[src/rtl/signed_sum_tube_display.sv]
// Signed 3-bit adder driving a sign digit and a magnitude digit.
// One registered output stage between switches and display tubes.
module signed_sum_tube_display (
  input  logic       clk,
  input  logic       rst,
  input  logic [2:0] a,
  input  logic [2:0] b,
  output logic       tub_sflag_sel,
  output logic       tub_sabsolut_sel,
  output logic [7:0] tub_sflag_control,
  output logic [7:0] tub_sabsolut_control
);

  logic [3:0] sum;
  logic       neg;
  logic [3:0] mag;
  logic [7:0] mag_seg;
  logic [7:0] sign_seg;

  assign sum = {a[2], a} + {b[2], b};
  assign neg = sum[3];
  // -8 negates to 4'b1000, which reads as unsigned 8
  assign mag = neg ? (~sum + 4'd1) : sum;

  always_comb begin
    mag_seg = 8'h00;
    case (mag)
      4'd0:    mag_seg = 8'hFC;
      4'd1:    mag_seg = 8'h60;
      4'd2:    mag_seg = 8'hDA;
      4'd3:    mag_seg = 8'hF2;
      4'd4:    mag_seg = 8'h66;
      4'd5:    mag_seg = 8'hB6;
      4'd6:    mag_seg = 8'hBE;
      4'd7:    mag_seg = 8'hE0;
      4'd8:    mag_seg = 8'hFE;
      default: mag_seg = 8'h00;
    endcase
  end

  always_comb begin
    sign_seg = 8'h00;
    unique case (1'b1)
      neg:     sign_seg = 8'h02;
      default: sign_seg = 8'h00;
    endcase
  end

  always_ff @(posedge clk or posedge rst) begin
    if (rst) begin
      tub_sflag_sel        <= 1'b0;
      tub_sabsolut_sel     <= 1'b0;
      tub_sflag_control    <= 8'h00;
      tub_sabsolut_control <= 8'h00;
    end else begin
      tub_sflag_sel        <= 1'b1;
      tub_sabsolut_sel     <= 1'b1;
      tub_sflag_control    <= sign_seg;
      tub_sabsolut_control <= mag_seg;
    end
  end

endmodule

[config.mk]
export PLATFORM = sky130hd
export DESIGN_NAME = signed_sum_tube_display
export DESIGN_NICKNAME = d
export VERILOG_FILES = /design/src/rtl/signed_sum_tube_display.sv
export SDC_FILE = /design/constraint.sdc
export NUM_CORES = 1
export LEC_CHECK = 0
export ABC_CLOCK_PERIOD_IN_PS = 800
export BUFFER_PORTS_ARGS = -buffer_cell sky130_fd_sc_hd__buf_2
export CAP_MARGIN = 30
export CORE_MARGIN = 2
export CORE_UTILIZATION = 40
export CTS_CLUSTER_SIZE = 24
export DETAILED_ROUTE_END_ITERATION = 8
export HOLD_SLACK_MARGIN = 0.1
export PLACE_DENSITY = 0.65
export SYNTH_ARGS = -nofsm -noshare
export SYNTH_HDL_FRONTEND = slang
export SYNTH_SLANG_ARGS = --single-unit
[constraint.sdc]
create_clock -name clk -period 0.8 [get_ports clk]
set_input_delay 0.08 -clock clk [delete_from_list [all_inputs] [get_ports clk]]
set_output_delay 0.08 -clock clk [all_outputs]
set_load 0.01 [all_outputs]
# Word-level counts from Yosys, hierarchy flattened
# Memory sizes are Yosys's and may differ from the RTL's. A register that Yosys moved wholly into a read port is not among the register bits.
# Index checks and enable logic that the tools add are counted.
# word_totals
regBits,17
mem_bits_ro,112
in_bits,8
out_inout_bits,18
elab_cells,9
mem_count,1
# mem_list
name,depth,width,read_ports,rd_ports_with_merged_regs,wr,line_no,text
(name not given),16,7,1,1,0,27,case (mag)
# op_classes
add_sub_neg,2
muxes,2
n_bitwise,1
# ops
cell,n
adder 3 x 3 -> 4 bit,1
"adder 4 x 1 -> 4 bit, second input constant",1
2-to-1 mux 4 bit,1
NOT 4 bit,1
2-to-1 mux 2 bit,1

# Logic depth before layout (Yosys ltp)
# Gate-level depths: netlist of the first run.
# depth
depth_word,4
ltp_mapped,9
ltp_nobuf,9

# Worst setup path after synthesis of the first run
# OpenSTA, ideal clock, no wires.
# synth_path
path_type,in2reg
from,in a[0]
to,reg tub_sabsolut_control[1]
setup_ns,0.080
t_arrival_ns,2.110
setup_slack_ns,-1.391
stages,9
cell_sequence,ha_1 -> fa_1 -> inv_1 -> ha_1 -> a211o_1 -> a21oi_2 -> xnor2_2 -> or3_4 -> o211ai_2
# synth_via
elab_chain_len,4
# synth_lines
item,line_no,text
"start, declared",6,"input logic [2:0] a,"
adder 3 x 3 -> 4 bit (*),20,"assign sum = {a[2], a} + {b[2], b};"
NOT 4 bit,23,assign mag = neg ? (~sum + 4'd1) : sum;
adder 4 x 1 -> 4 bit,23,
2-to-1 mux 4 bit (*),23,
"end, declared",11,output logic [7:0] tub_sabsolut_control
# Mark *: on every way between the ends. The rest lies on a longest branch, timed or not.

# Final worst setup path of the first run
# Ends and elaborated chain as after synthesis.

==> summary.txt, run 1 <==
hpwl dp: 902 µm
warnings from Yosys: 0
drt first pass iters: 3
Core Area: 1510 µm²
ant diodes: 0
VDD IR-drop max: 0.832 mV
H-tree levels: 1
Hold Crit Class: input pin to flip-flop
Post-layout nets: 116
Area growth syn-to-layout: 60.7%
Die ar.: 1940 µm²
EDFF count, synth: 0
Post-Syn Area: 641 µm²
Register Area: 225 µm²
worst path required time: 990 ps
P per Cell Area: 1900 nW/µm²
global placement routability congestion: 0.720
CTS Sinks: 9
CTS clk-pin slew, worst paths: 60 ps
Total Routing Usage GR: 13.5%
Synth area leaders: dfrtp_1 (35%), ha_1 (14%), buf_4 (11%)
Remaining DRCs: 0
WP data arrival: 2120 ps
unique cell type count in the Yosys netlist: 28
input/output buffers: 17
Cells after Synth: 60
critical path's most frequent cell: ha_4
CP peak stage delay: 510 ps
initial core utilization: 42.5%
Setup crit end kind: flip-flop
#FFs+latches synth: 9
Top delay family on crit path: adder cells
Buffers & Inverters on Critical Path: 3
initial antenna violation count: 0
Slew Limit Fails: 0
status: complete, but fails checks
final wirelength: 1.29 mm
area taken by multi-input logic gates: 462 µm²
Final period util: 241%
number of global-route vias before repair: 468
DR iter-0 viols: 5
worst path cell trace: buf_6, ha_4, fa_1, inv_2, ha_4, a211o_1, a21oi_4, buf_4, xor2_2, or3_4, o211ai_2
deepest clock path buffer count: 2
Clock Root Buffer: clkbuf_4
Syn Area/Cell: 10.7 µm²
Fin. Hold Viols: 0
first-pass GRT wire length: 1.85 mm
Num CTS Buffers: 3
max-cap violations: 0
Worst path slowest cell: fa_1
failing checks: negative setup slack
fmax: 518 MHz
hold_ws: 284 ps
min Tclk post-route: 1930 ps
Site Rows: 14
Seq/Total Area, Yosys: 35.2%
largest net degree at the start of global routing: 10
setup ws final: -1130 ps
GRT overflow: 0
final setup vio count: 18
post-synth top area share: 35.2%
Worst Path Max Fanout: 3
Final ANT Viol Nets: 0
most used flip-flop cell after synthesis: dfrtp_1
RSZ-0062 raised after global routing: yes
DR vias: 546
critical path type: input pin to flip-flop
Die Height: 44.0 µm
Die X: 44.0 µm
I/O pin count: 26
CTS tree: yes
WL per Instance: 11.2 µm
vias per inst: 4.75
critical path startpoint category: input pin
area leader, netlist: dfrtp_1
Setup TNS: -7930 ps
LEAKAGE: 0.498 nW
ratio of cells with drive above 1 in the final layout: 60.6%
fillcell total: 124
ys async rst share: 100%
==> registers in the layout, summed over array words and instances, names as in the netlist <==
name,flops
tub_sabsolut_sel,1
tub_sabsolut_control,7
tub_sflag_control,1
==> cells in the final DEF, fill, tap and decap left out, types with 2 or more instances in the layout <==
master     n
buf_2     13
dfrtp_1    9
buf_4     17
nand2_1    3
buf_6      7
conb_1     9
ha_1       2
inv_1      2
ha_4       5
or3_4      2
clkbuf_4   3
a22oi_2    2
nand3_1    2
inv_2      2
==> stage by stage <==
stage               std cells  worst slack, ps  util (%)  instance area (µm²)  power (mW)
detailed placement        105            -1420      58.1                  876        1.43
global route              115            -1190      68.4                 1030        2.08
CTS                       113            -1120      65.0                  980        1.89
global placement          105            -1400      58.1                  876        1.41
floorplan                  67            -1290         -                  729        1.15
finish                    115            -1130      68.4                 1030        1.95
==> synthesized netlist by cell type, types with 2 or more instances <==
cell type,number
buf_4,9
conb_1,2
dfrtp_1,9
ha_1,7
inv_1,4
nand2_1,3
nand3_1,3
nor2_1,2
or3_1,2
==> path summary, 6_finish.rpt <==
| path | start | to | slack, ps | cells after the start |
|---|---|---|---|---|
| setup / recovery | a[0] | tub_sabsolut_control[1] | -1130 | 11 |
| min in group asynchronous | rst | tub_sabsolut_control[7] | 310 | 3 |
| hold / removal | b[0] | tub_sabsolut_control[7] | 280 | 5 |
| max in group asynchronous | rst | tub_sabsolut_sel | 240 | 3 |
==> layer usage <==
| layer | track usage (%) | part of all wire, % |
|---|---|---|
| met5 | 0 | 0 |
| met4 | 10.9 | 3.4 |
| met3 | 1.22 | 3.7 |
| met2 | 24.1 | 57 |
| met1 | 14.2 | 36 |
==> area by class of cell <==
cell class / instances / share of cell area (%)
inverters: 4 / 1.46
flip-flops and latches: 9 / 21.9
clock buffers: 4 / 2.55
well taps: 16 / 1.94
multi-input cells: 44 / 44.8
repair buffers: 38 / 27.3
==> kinds of logic (layout without fill, tap and decap cells) <==
group	after synthesis	count (layout)	share of synthesized area [%]
buffers and inverters	14	46	13.5
XOR/XNOR	2	2	3.91
multiplexers	2	2	3.91
flip-flops	9	9	35.2
AO/OA/AOI/OAI	9	9	13.7
other	2	9	1.17
adder cells (fa/ha/maj)	8	8	16.8
AND/OR/NAND/NOR	14	14	11.9
==> report_power, final <==
group	leakage [nW]	switching (mW)	total (mW)	internal, mW
Clock	0.0150	0.153	0.345	0.192
Sequential	0.103	0.0220	0.593	0.571
Combinational	0.380	0.474	1.02	0.541
Total	0.498	0.649	1.95	1.30
==> repair_timing <==
action                                  in CTS  in global routing
buffers inserted                             3                  2
hold buffers                                 1                  0
cloned                                       0                  0
pin swaps                                    4                  4
resized for setup                            8                 10
endpoints found under the hold margin        9                  0
endpoints found under the setup margin      18                 18
Power figures use the tool's default switching activity.
==> run 2, diff against run 1 <==
Settings changed: ABC_CLOCK_PERIOD_IN_PS 800 to 2500.
Clock period 0.8 ns to 2.5 ns, I/O delays scaled along.
==> run 2 against run 1 <==
  * The flow now finishes without violations
  * Critical path depth is 1 lower
  * Sequential power is 68% lower
  * Global-route usage is 2.1 points lower
  * First-iteration DRC count is 60% lower
  * Worst hold slack better by 200 ps
  * Flip-flop and latch count stayed put
  * Combinational power is 78% lower
  * Clock power is 70% lower
  * Via count is 14% lower
  * Utilization is 18 points lower
  * Highest routed layer unchanged
==> summary.txt, run 2 (synthesis results as in run 1) <==
CP peak stage delay: 500 ps (about the same)
post-cts gate resize count: 0 (-8)
Setup TNS: 0 ps (+7930 ps)
critical path's most frequent cell: ha_1
Worst path slowest cell: fa_1
DR iter-0 viols: 2 (-3)
max FFs per register: 7 (unchanged)
Comb pwr share: 42.9% (-9.1 points)
Site Rows: 14 (unchanged)
internal power: 0.347 mW (-73%)
biggest regs: tub_sabsolut_control x7, tub_sabsolut_sel x1, tub_sflag_control x1
number of global-route vias before repair: 410 (-12%)
final wirelength: 965 µm (-25%)
critical path startpoint category: input pin
P per Cell Area: 679 nW/µm² (-64%)
utilization after layout: 50.4% (-18 points)
Die Height: 44.0 µm (unchanged)
Slew Limit Fails: 0 (unchanged)
final setup vio count: 0 (-18)
worst path required time: 2670 ps (+1680 ps)
Biggest register: tub_sabsolut_control
input/output buffers: 17 (unchanged)
fmax: 455 MHz
Clock Root Buffer: clkbuf_4
Hold Crit Class: input pin to async pin
CTS tree: yes
Remaining DRCs: 0 (unchanged)
CTS Sinks: 9 (unchanged)
global placement routability congestion: 0.695 (-3.5%)
H-tree levels: 1 (unchanged)
ant diodes: 0 (unchanged)
status: completed
fillcell total: 148 (+19%)
Psw: 0.169 mW (-74%)
Fin. Hold Viols: 0 (unchanged)
Setup crit end kind: flip-flop
first-pass GRT wire length: 1.59 mm (-14%)
largest net degree at the start of global routing: 10 (unchanged)
Buffers & Inverters on Critical Path: 2 (-1)
Core Area: 1510 µm² (unchanged)
Sw Ratio: 32.7% (-0.52 points)
Total Routing Usage GR: 11.4% (-2.1 points)
VDD IR-drop max: 0.283 mV (-66%)
Area growth syn-to-layout: 18.6%
most common cell after layout, fill and taps aside: buf_2
Die ar.: 1940 µm² (unchanged)
LEAKAGE: 0.401 nW (-19%)
hold_ws: 487 ps (+202 ps)
I/O pin count: 26 (unchanged)
Worst Path Max Fanout: 5 (+2)
min Tclk post-route: 2200 ps
Num CTS Buffers: 3 (unchanged)
ratio of cells with drive above 1 in the final layout: 36.6% (-24 points)
max-cap violations: 0 (unchanged)
RSZ-0062 raised after global routing: no
Final ANT Viol Nets: 0 (unchanged)
Clk pwr share: 20.2% (+2.6 points)
Final Cell Area: 759 µm² (-26%)
Final period util: 87.9%
WP data arrival: 2370 ps (+250 ps)
DR vias: 470 (-14%)
WL per Instance: 9.85 µm (-12%)
deepest clock path buffer count: 2 (unchanged)
placed cell area: 723 µm² (-17%)
hpwl dp: 838 µm (-7.1%)
total power: 0.516 mW (-74%)
hold buffers post-CTS: 1 (unchanged)
post-CTS setup buffer count: 0 (-3)
GRT overflow: 0 (unchanged)
Post-layout nets: 99 (-15%)
CTS clk-pin slew, worst paths: 60 ps (about the same)
drt first pass iters: 2 (-1)
critical path type: input pin to flip-flop
initial core utilization: 42.5% (unchanged)
most frequent cells in the layout: buf_2 (17), conb_1 (9), dfrtp_1 (9)
initial antenna violation count: 0 (unchanged)
vias per inst: 4.80 (+1.0%)
Die X: 44.0 µm (unchanged)
Flop pwr share: 36.9% (+6.5 points)
worst path cell trace: buf_2, ha_1, fa_1, inv_1, ha_1, a211o_1, a21oi_2, xnor2_2, or3_4, o211ai_2
Top delay family on crit path: adder cells
## run 2: cell types whose count changed in the layout (fill, tap and decap cells not counted), moves of 2 or more
cell	delta
ha_1	+5
inv_2	-2
buf_6	-7
buf_2	+4
ha_4	-5
inv_1	+2
buf_4	-14
## run 2: final timing paths
path / startpoint / end / cells after the start
max in group asynchronous: rst / tub_sabsolut_control[1] / 3
setup / recovery: a[0] / tub_sabsolut_control[1] / 10
min in group clk: b[2] / tub_sflag_control[1] / 4
hold / removal: rst / tub_sabsolut_control[3] / 3
## run 2: metrics by stage
| stage | instances | setup slack (ps) |
|---|---|---|
| 6_report | 98 | 303 |
| 2_1_floorplan | 67 | 139 |
| 3_3_place_gp | 93 | 60.2 |
| 4_1_cts | 98 | 282 |
| 5_1_grt | 98 | 203 |
| 3_5_place_dp | 93 | 21.9 |
## run 2: area by class of cell
cell class | instances | area, µm² | share of cell area (%)
clock buffers | 4 | 26.3 | 3.46
well taps | 16 | 20.0 | 2.64
multi-input cells | 44 | 355 | 46.8
flip-flops and latches | 9 | 225 | 29.7
repair buffers | 21 | 118 | 15.5
inverters | 4 | 15.0 | 1.98
## run 2: routing by layer
metal,vias up,share of wire [%],GRT usage [%]
li1,236,-,-
met1,216,41,11.8
met2,16,52,20.6
met3,2,5.1,1.22
met4,0,1.9,9.09
met5,-,0,0
## run 2: tightest hold or removal path, delay by kind of cell
| kind | cells | cell delay, ps |
|---|---|---|
| buffers and inverters | 3 | 890 |
## run 2: power groups by stage
stage	combinational [mW]	sequential, mW	clock (mW)
floorplan	0.136	0.217	0
global placement	0.219	0.192	0
detailed placement	0.224	0.193	0
CTS	0.226	0.190	0.109
global route	0.248	0.193	0.121
finish	0.222	0.190	0.104
